===== src/rtl/debounce_multi.sv =====
// N-channel debouncer: per-channel stability counter, registered level and rise/fall strobes.
// Optional DEBOUNCE_MULTI_SYNC_EN adds a 2-flop input synchroniser per channel.

module debounce_multi_lane #(
    parameter int               CNT_W = 16,
    parameter logic [CNT_W-1:0] LAST  = '0,
    parameter logic             INIT  = 1'b0
) (
    input  logic clk,
    input  logic reset,
    input  logic samp,
    output logic level,
    output logic rise,
    output logic fall,
    output logic accept
);
    logic [CNT_W-1:0] cnt;
    logic [CNT_W-1:0] cnt_nxt;
    logic             differ;

    assign differ = (samp != level);
    assign accept = differ && (cnt == LAST);

    // A sample matching the current level throws away the whole window.
    always_comb begin
        cnt_nxt = '0;
        if (differ && !accept)
            cnt_nxt = cnt + CNT_W'(1);
    end

    always_ff @(posedge clk) begin
        if (reset) begin
            level <= INIT;
            cnt   <= '0;
            rise  <= 1'b0;
            fall  <= 1'b0;
        end else begin
            cnt  <= cnt_nxt;
            rise <= accept & samp;
            fall <= accept & ~samp;
            if (accept)
                level <= samp;
        end
    end
endmodule

module debounce_multi #(
    parameter int                NUM_CH       = 4,
    parameter int                CNT_W        = 16,
    parameter longint            STABLE_COUNT = 65535,
    parameter logic [NUM_CH-1:0] INIT_LEVEL   = '0
) (
    input  logic              clk,
    input  logic              reset,
    input  logic [NUM_CH-1:0] data_in,
    output logic [NUM_CH-1:0] data_debounced,
    output logic [NUM_CH-1:0] rise_pulse,
    output logic [NUM_CH-1:0] fall_pulse,
    output logic              any_change
);
    localparam logic [CNT_W-1:0] LAST = CNT_W'(STABLE_COUNT - 1);

    if (STABLE_COUNT < 1 || STABLE_COUNT > (longint'(1) << CNT_W)) begin : g_bad_count
        $error("debounce_multi: STABLE_COUNT must be in 1..2**CNT_W");
    end

    logic [NUM_CH-1:0] samp;
    logic [NUM_CH-1:0] accept;

`ifdef DEBOUNCE_MULTI_SYNC_EN
    logic [NUM_CH-1:0] sync_q1;
    logic [NUM_CH-1:0] sync_q2;

    always_ff @(posedge clk) begin
        if (reset) begin
            sync_q1 <= INIT_LEVEL;
            sync_q2 <= INIT_LEVEL;
        end else begin
            sync_q1 <= data_in;
            sync_q2 <= sync_q1;
        end
    end

    assign samp = sync_q2;
`else
    assign samp = data_in;
`endif

    for (genvar ch = 0; ch < NUM_CH; ch++) begin : g_lane
        debounce_multi_lane #(
            .CNT_W (CNT_W),
            .LAST  (LAST),
            .INIT  (INIT_LEVEL[ch])
        ) u_lane (
            .clk    (clk),
            .reset  (reset),
            .samp   (samp[ch]),
            .level  (data_debounced[ch]),
            .rise   (rise_pulse[ch]),
            .fall   (fall_pulse[ch]),
            .accept (accept[ch])
        );
    end

    // Registered from the same accept terms as the strobes so it lines up with them.
    always_ff @(posedge clk) begin
        if (reset)
            any_change <= 1'b0;
        else
            any_change <= |accept;
    end
endmodule


===== config.mk =====
export PLATFORM = sky130hd
export DESIGN_NAME = debounce_multi
export DESIGN_NICKNAME = d
export VERILOG_FILES = /design/src/rtl/debounce_multi.sv
export SDC_FILE = /design/constraint.sdc
export NUM_CORES = 1
export LEC_CHECK = 0
export ABC_AREA = 0
export CAP_MARGIN = 10
export CORE_MARGIN = 3
export CORE_UTILIZATION = 25
export DETAILED_ROUTE_END_ITERATION = 10
export DONT_BUFFER_PORTS = 1
export GPL_ROUTABILITY_DRIVEN = 0
export GPL_TIMING_DRIVEN = 0
export PLACE_DENSITY = 0.46
export SYNTH_ARGS = -nofsm -noshare
export SYNTH_HDL_FRONTEND = slang
export SYNTH_HIERARCHICAL = 1
export SYNTH_SLANG_ARGS = --single-unit
export TNS_END_PERCENT = 100

===== constraint.sdc =====
create_clock -name clk -period 3.1 [get_ports clk]
set_input_delay 0.62 -clock clk [delete_from_list [all_inputs] [get_ports clk]]
set_output_delay 0.62 -clock clk [all_outputs]
set_load 0.1 [all_outputs]

== Word level (Yosys, flattened, before mapping) ==
Index checks and enable logic that the tools add are counted.

* Input port bits: 6
* Word-level logic and storage cells: 62
* Output and inout bits: 13
* Register bits after elaboration: 77

* Equality and inequality tests: 8
* Reductions and logical operators: 17
* Add/sub/neg operators: 4
* Bitwise operators: 16

{| class="wikitable"
|+ Operators with widths
! operator !! number
|-
| 16-bit by 1-bit adder with 16-bit output (second input constant) || 4
|-
| 16-bit equality test (second input constant) || 4
|-
| 1-bit AND || 8
|-
| 1-bit logical AND || 8
|-
| 1-bit NOT || 8
|-
| 2-bit OR reduction || 4
|-
| 1-bit zero test || 4
|-
| 1-bit inequality test || 4
|-
| 4-bit OR reduction || 1
|}

== Logic depth before layout (Yosys ltp) ==
Gate-level depths: netlist of run 1.

* Depth after elaboration: 6
* Depth in mapped cells: 8
* Depth with buffers taken out: 7

== Hierarchy ==
The synthesis of run 1 kept the hierarchy.

{| class="wikitable"
|+ By module, submodules not included
! module !! area each (µm²) !! seq. area each (µm²) !! cells an instance !! instances
|-
| debounce_multi_lane || 860.8 || 380.4 || 89 || 4
|-
| debounce_multi || 30.0 || 20.0 || 3 || 1
|}

== Worst setup path after synthesis of run 1 ==
Ideal clock, no wire load.

* Kind: flip-flop to flip-flop
* From: reg g_lane[0].u_lane.level
* To: reg g_lane[0].u_lane.cnt[12]
* Required time: 3.036 ns
* Buffers on the path: 2
* Arrival: 1.845 ns
* Setup slack: 1.191 ns
* Cell stages (with the launch flop): 6
* Library setup time: 0.064 ns
* Clock period less this slack: 1.909 ns
* Path through: dfxtp_1 -> xnor2_1 -> or3_1 -> buf_4 -> buf_6 -> nor2_1

* Cells in the longest elaborated chain, start to end: 6

{| class="wikitable"
|+ Ends and longest elaborated chain
! item !! line !! RTL
|-
| start: declaration || 12 || <nowiki>output logic level,</nowiki>
|-
| start signal: assignment || 42 || <nowiki>level <= samp;</nowiki>
|-
| 1-bit inequality test (*) || 21 || <nowiki>assign differ = (samp != level);</nowiki>
|-
| 1-bit logical AND || 22 || <nowiki>assign accept = differ && (cnt == LAST);</nowiki>
|-
| 1-bit zero test || 27 || <nowiki>if (differ && !accept)</nowiki>
|-
| 1-bit logical AND (*) || 27 ||
|-
| 1-bit NOT (no line) (*) || n/a ||
|-
| 2-bit OR reduction (no line) (*) || n/a ||
|-
| end signal: assignment || 38 || <nowiki>cnt <= cnt_nxt;</nowiki>
|-
| end: declaration || 17 || <nowiki>logic [CNT_W-1:0] cnt;</nowiki>
|}

Mark *: on every way between the ends. The rest lies on a longest branch, timed or not.
A chain may end at the register's enable or synchronous reset.

== Worst setup path in the final report of run 1 ==
* From: reg g_lane[0].u_lane.level
* To: reg g_lane[0].u_lane.cnt[10]

The elaborated chain is that of the path after synthesis.

==> results of run 1 <==
[registers in the layout, summed over array words and instances (netlist names)]
register / flops
any_change: 1
g_lane.u_lane/cnt: 64
g_lane.u_lane/level: 4
g_lane.u_lane/fall: 4
g_lane.u_lane/rise: 4
[metrics by stage]
step                total power (µW)  hold slack, ns  std cells  setup slack, ns
floorplan                       1050           0.448        359             1.19
global placement                1060           0.471        535             1.08
detailed placement              1060           0.472        535             1.06
CTS                             2240           0.325        551             1.02
global route                    2280           0.332        551            0.917
finish                          2190           0.346        551             1.03
[cells by family (layout without fill, tap and decap cells)]
logic type,count (synthesis),in the layout,share of synthesized area [%]
buffers and inverters,20,36,3.46
adder cells (fa/ha/maj),8,8,2.88
XOR/XNOR,60,60,15.1
flip-flops,77,77,44.4
multiplexers,4,4,1.15
AND/OR/NAND/NOR,190,190,33.0
[worst max-delay path: stages, from the launching register on]
cell and delay, ns:
dfxtp_1 1.02, xnor2_1 0.21, or3_1 0.35, buf_4 0.17
buf_6 0.14, nor2_1 0.11
[layer usage]
metal	track usage, %	part of all wire (%)	vias up
met1	12.0	51	1065
met2	13.3	42	26
li1	-	-	1248
met4	6.02	2.7	0
met5	0	0	-
met3	2.68	3.7	12
[synthesized netlist by cell type]
master    count
ha_1          8
inv_1        12
mux2i_1       4
xor2_1       24
and4_1        4
nor4_4        4
nand4_4       8
or4_1         4
nand4_1      16
buf_4         4
nor4_1       17
nor3b_1       8
dfxtp_1      77
nor3_1        8
nand3_1      20
nor2_1       73
nor2b_1       4
buf_6         4
nand2b_1      4
and2_1        4
xnor2_1      36
or3_1         4
nand2_1      12
[path summary, 6_finish.rpt]
kind                            cells past startpoint  slack, ns                  endpoint                    start
worst max-delay path                                5       1.03  g_lane[0].u_lane/cnt[10]   g_lane[0].u_lane/level
worst min-delay path                                1       0.35     g_lane[2].u_lane/fall               data_in[2]
worst max register to register                      5       1.03  g_lane[0].u_lane/cnt[10]   g_lane[0].u_lane/level
worst min register to register                      1       0.48   g_lane[3].u_lane/cnt[0]  g_lane[3].u_lane/cnt[0]
[area by class of cell]
class	count	area (µm²)
inverter	12	45.0
buffer	8	75.1
fill	1392	9380
clock buffer	12	256
multi-input combinational	262	1810
tap	176	220
sequential	77	1540
clock inverter	4	70.1
[power by group]
| group | internal (µW) | leakage (µW) | total [µW] | switching, µW |
|---|---|---|---|---|
| Sequential | 995 | 0.000621 | 1000 | 6.84 |
| Clock | 746 | 0.000163 | 1150 | 402 |
| Combinational | 17.7 | 0.000593 | 39.3 | 21.6 |
| Total | 1760 | 0.00138 | 2190 | 430 |
==> impl_metrics.csv, run 1 <==
group,metric,value,unit
status,status,"finished, final reports clean",
clocking,cts_resized,0,
clocking,cts_buffers,9,
global_routing,grt_pass1_vias,2327,
worst_setup_path,arrival,2.34,ns
route,wl_per_cell,11.3,µm
power_and_ir_drop,p_leak,0.00138,µW
sta,min_period,2.07,ns
worst_setup_path,worstSetupStartpointType,"register",
sta,finalSetupViolations,0,
route,remaining_drc_errors,0,
place,dp_hpwl,4290,µm
global_routing,antenna_found_initial,0,
clocking,insertion_delay,0.34,ns
yosys,synthCells,359,
clocking,cts_tree,"done",
global_routing,grt_pass1_wl,11000,µm
finish,final_cell_mix,"dfxtp_1, nor2_1, xnor2_1",
route,avgViaCountPerCell,4.27,
worst_setup_path,crit_required,3.37,ns
global_routing,grt_max_degree,14,
yosys,ys_warn_count,6,
global_routing,overflow,0,
yosys,netlist_area,0.00347,mm²
sta,relSlewSlack,28.7,%
finish,drive_gt1_share,9.33,%
clocking,clock_path_buffers,2,
yosys,seq_area_frac_synth,44.4,%
floorplan,core-area,0.0134,mm²
finish,diodes,0,
finish,final_common_cell,"dfxtp_1",
yosys,synth_top_area_share,44.4,%
route,drt_wl_total,6210,µm
route,dr.pass1.iters,4,
route,dr.first_iter.drc_count,92,
floorplan,die_w,124,µm
clocking,cts_hold_buffers,0,
floorplan,row_count,42,
floorplan,pin_count,19,
floorplan,start_util,25.9,%
clocking,numClockSinks,77,
worst_setup_path,setup.worst_path.class,"reg2reg",
clocking,cts_setup_buffers,0,
sta,min_period_over_period,66.8,%
yosys,synth.area.top_cells,"dfxtp_1, xnor2_1, nor2_1",
run,cap_violations,0,
floorplan,fp.dieArea,0.0153,mm²
sta,rsz0062_at_grt,"no",
route,ant_nets,0,
finish,syn2layout_area_growth,15.7,%
yosys,synth_area_per_cell,9.68,µm²
yosys,yosysUniqueCellTypes,23,
sta,max_clock_freq,0.483,GHz
clocking,clk_pin_slew,0.06,ns
hold_path,hp-class,"in2reg",
yosys,ys_ff_latch,77,
global_routing,grtUsageTotal,9.24,%
sta,worst_pin_slew,1.07,ns
worst_setup_path,end_kind,"register",
finish,design_area,0.00402,mm²
route,vias,2351,
clocking,ctsHtreeMaxLevel,3,
place,io_buffer_count,0,
place,postPlaceCellArea,0.00369,mm²
sta,final.setup_skew,0.00800,ns
yosys,synth_nets,373,
sta,drv_slew,0,
finish,nets,384,
finish,post-route-util,30.0,%
sta,hold_viol_final,0,
worst_setup_path,crit_fanout,10,
floorplan,die_h,124,µm
power_and_ir_drop,vdd_drop_max,0.249,mV
clocking,root_buffer,"clkbuf_16",
power_and_ir_drop,power_density,545,mW/mm²
sta,finalSetupTns,0,ns
yosys,synth_area_leader_cell,"dfxtp_1",
No activity file was read; power rests on OpenSTA's default activity.
==> run 2, diff against run 1 <==
--- a/config.mk
+++ b/config.mk
@@ -13,7 +13,7 @@
 export DONT_BUFFER_PORTS = 1
 export GPL_ROUTABILITY_DRIVEN = 0
 export GPL_TIMING_DRIVEN = 0
-export PLACE_DENSITY = 0.46
+export PLACE_DENSITY = 0.48
 export SYNTH_ARGS = -nofsm -noshare
 export SYNTH_HDL_FRONTEND = slang
 export SYNTH_HIERARCHICAL = 1
==> constraint.sdc (replaced) <==
create_clock -name clk -period 1.7 [get_ports clk]
set_input_delay 0.34 -clock clk [delete_from_list [all_inputs] [get_ports clk]]
set_output_delay 0.34 -clock clk [all_outputs]
set_load 0.1 [all_outputs]
==> run 2 against run 1 <==
Against the previous run: worst hold slack worse by 0.28 ns; combinational power is 87% higher; non-clock buffer count up 5; sequential power up 82%; wire length increased by 1.4%; largest cell class unchanged.
==> impl_metrics.csv, run 2 (synthesized netlist as in run 1, its figures left out) <==
group,metric,value,unit
status,status,"finished, final reports clean",
sta,drv_slew,0,
global_routing,antenna_found_initial,0,
power_and_ir_drop,power_density,928,mW/mm²
place,dp_hpwl,4520,µm
worst_setup_path,end_kind,"output port",
worst_setup_path,arrival,1.30,ns
route,wl_per_cell,11.3,µm
sta,hold_viol_final,0,
worst_setup_path,crit_required,1.36,ns
global_routing,overflow,0,
floorplan,core-area,0.0134,mm²
sta,worst_pin_slew,0.977,ns
floorplan,start_util,25.9,%
route,dr.first_iter.drc_count,111,
finish,largest_reg_flops,64,
route,drt_wl_total,6300,µm
global_routing,grt_pass1_vias,2400,
place,io_buffer_count,0,
worst_setup_path,worstSetupStartpointType,"register",
clocking,cts_buffers,9,
clocking,numClockSinks,77,
worst_setup_path,setup.worst_path.class,"reg2out",
global_routing,grtUsageTotal,9.32,%
floorplan,die_h,124,µm
place,dpl.cell_count,535,
route,vias,2418,
power_and_ir_drop,p_leak,0.00140,µW
finish,final_cell_mix,"nor2_1, dfxtp_1, xnor2_1",
finish,regMostFlops,"g_lane.u_lane/cnt",
finish,drive_gt1_share,16.1,%
finish,fillers,1414,
floorplan,row_count,42,
clocking,cts_tree,"done",
floorplan,fp.dieArea,0.0153,mm²
finish,final_common_cell,"nor2_1",
power_and_ir_drop,vdd_drop_max,0.515,mV
sta,max_clock_freq,0.611,GHz
clocking,clock_path_buffers,2,
sta,min_period,1.64,ns
hold_path,hp-class,"in2reg",
worst_setup_path,startpoint,"g_lane[1].u_lane/rise",
clocking,clk_pin_slew,0.06,ns
worst_setup_path,r2r_start,"g_lane[2].u_lane/cnt[0]",
sta,relSlewSlack,34.8,%
global_routing,grt_max_degree,14,
finish,diodes,0,
sta,min_period_over_period,96.2,%
floorplan,die_w,124,µm
finish,syn2layout_area_growth,18.0,%
worst_setup_path,crit_fanout,1,
sta,finalSetupViolations,0,
route,avgViaCountPerCell,4.35,
global_routing,grt_pass1_wl,11400,µm
route,ant_nets,0,
sta,final.setup_skew,0.00672,ns
route,dr.pass1.iters,4,
clocking,ctsHtreeMaxLevel,3,
hold_path,hp-start,"reset",
run,cap_violations,0,
clocking,insertion_delay,0.33,ns
route,remaining_drc_errors,0,
place,post-place-ws,0.0106,ns
finish,nets,389,
finish,final_cell_count_no_fill,556,
sta,final.setup.worst_slack,0.0641,ns
clocking,root_buffer,"clkbuf_16",
floorplan,pin_count,19,
sta,finalSetupTns,0,ns
-- run 2: changes by cell type in the layout (fill, tap and decap cells not counted), moves of 2 or more --
cell and change:
buf_4 +4, clkinvlp_4 +2, dfxtp_1 -16, dfxtp_2 +8
dfxtp_4 +8, nand3_1 -2, nand3_2 +2
-- run 2: final timing paths --
path	endpoint	slack [ns]	depth (start not counted)
max	rise_pulse[1]	0.06	0
min	g_lane[1].u_lane/level	0.07	1
max reg2reg	g_lane[2].u_lane/cnt[6]	0.10	8
min reg2reg	g_lane[2].u_lane/cnt[0]	0.44	1
-- run 2: report_power, final --
part / internal, µW / leakage, µW / switching (µW)
combinational: 33.1 / 0.000623 / 40.2
sequential: 1810 / 0.000631 / 12.9
clock: 1180 / 0.000142 / 733
total: 3020 / 0.00140 / 786
-- run 2: metrics by stage --
stage / cell area (µm²) / hold WS [ns] / power, µW / utilization, %
final: 4100 / 0.0700 / 3800 / 30.6
after global routing: 4100 / 0.0501 / 3980 / 30.6
after CTS: 4010 / 0.0540 / 3880 / 29.9
after detailed placement: 3700 / 0.410 / 1940 / 27.6
after global placement: 3700 / 0.408 / 1940 / 27.6
after floorplan: 3480 / 0.405 / 1920 / -
-- run 2: layout make-up --
type	count	area (µm²)	share of cell area (%)
Clock inverter	5	58.8	1.43
Timing Repair Buffer	5	37.5	0.915
Clock buffer	11	243	5.92
Sequential cell	77	1580	38.6
Buffer	8	78.8	1.92
Multi-Input combinational cell	262	1840	44.8
Inverter	12	45.0	1.10
Tap cell	176	220	5.37
-- run 2: what timing repair did --
item / CTS / global route
setup buffers: 0 / 5
hold buffers: 0 / 0
resized for setup: 2 / 24
pin swaps: 0 / 5
endpoints found under the setup margin: 9 / 43
-- run 2: per-layer routing --
metal  GRT usage [%]  vias to the layer above  part of all wire, %
li1                -                     1258                    -
met1            12.2                     1128                   48
met2            14.3                       24                   47
met3            3.04                        8                  3.2
met4            3.53                        0                  1.3
met5               0                        -                    0
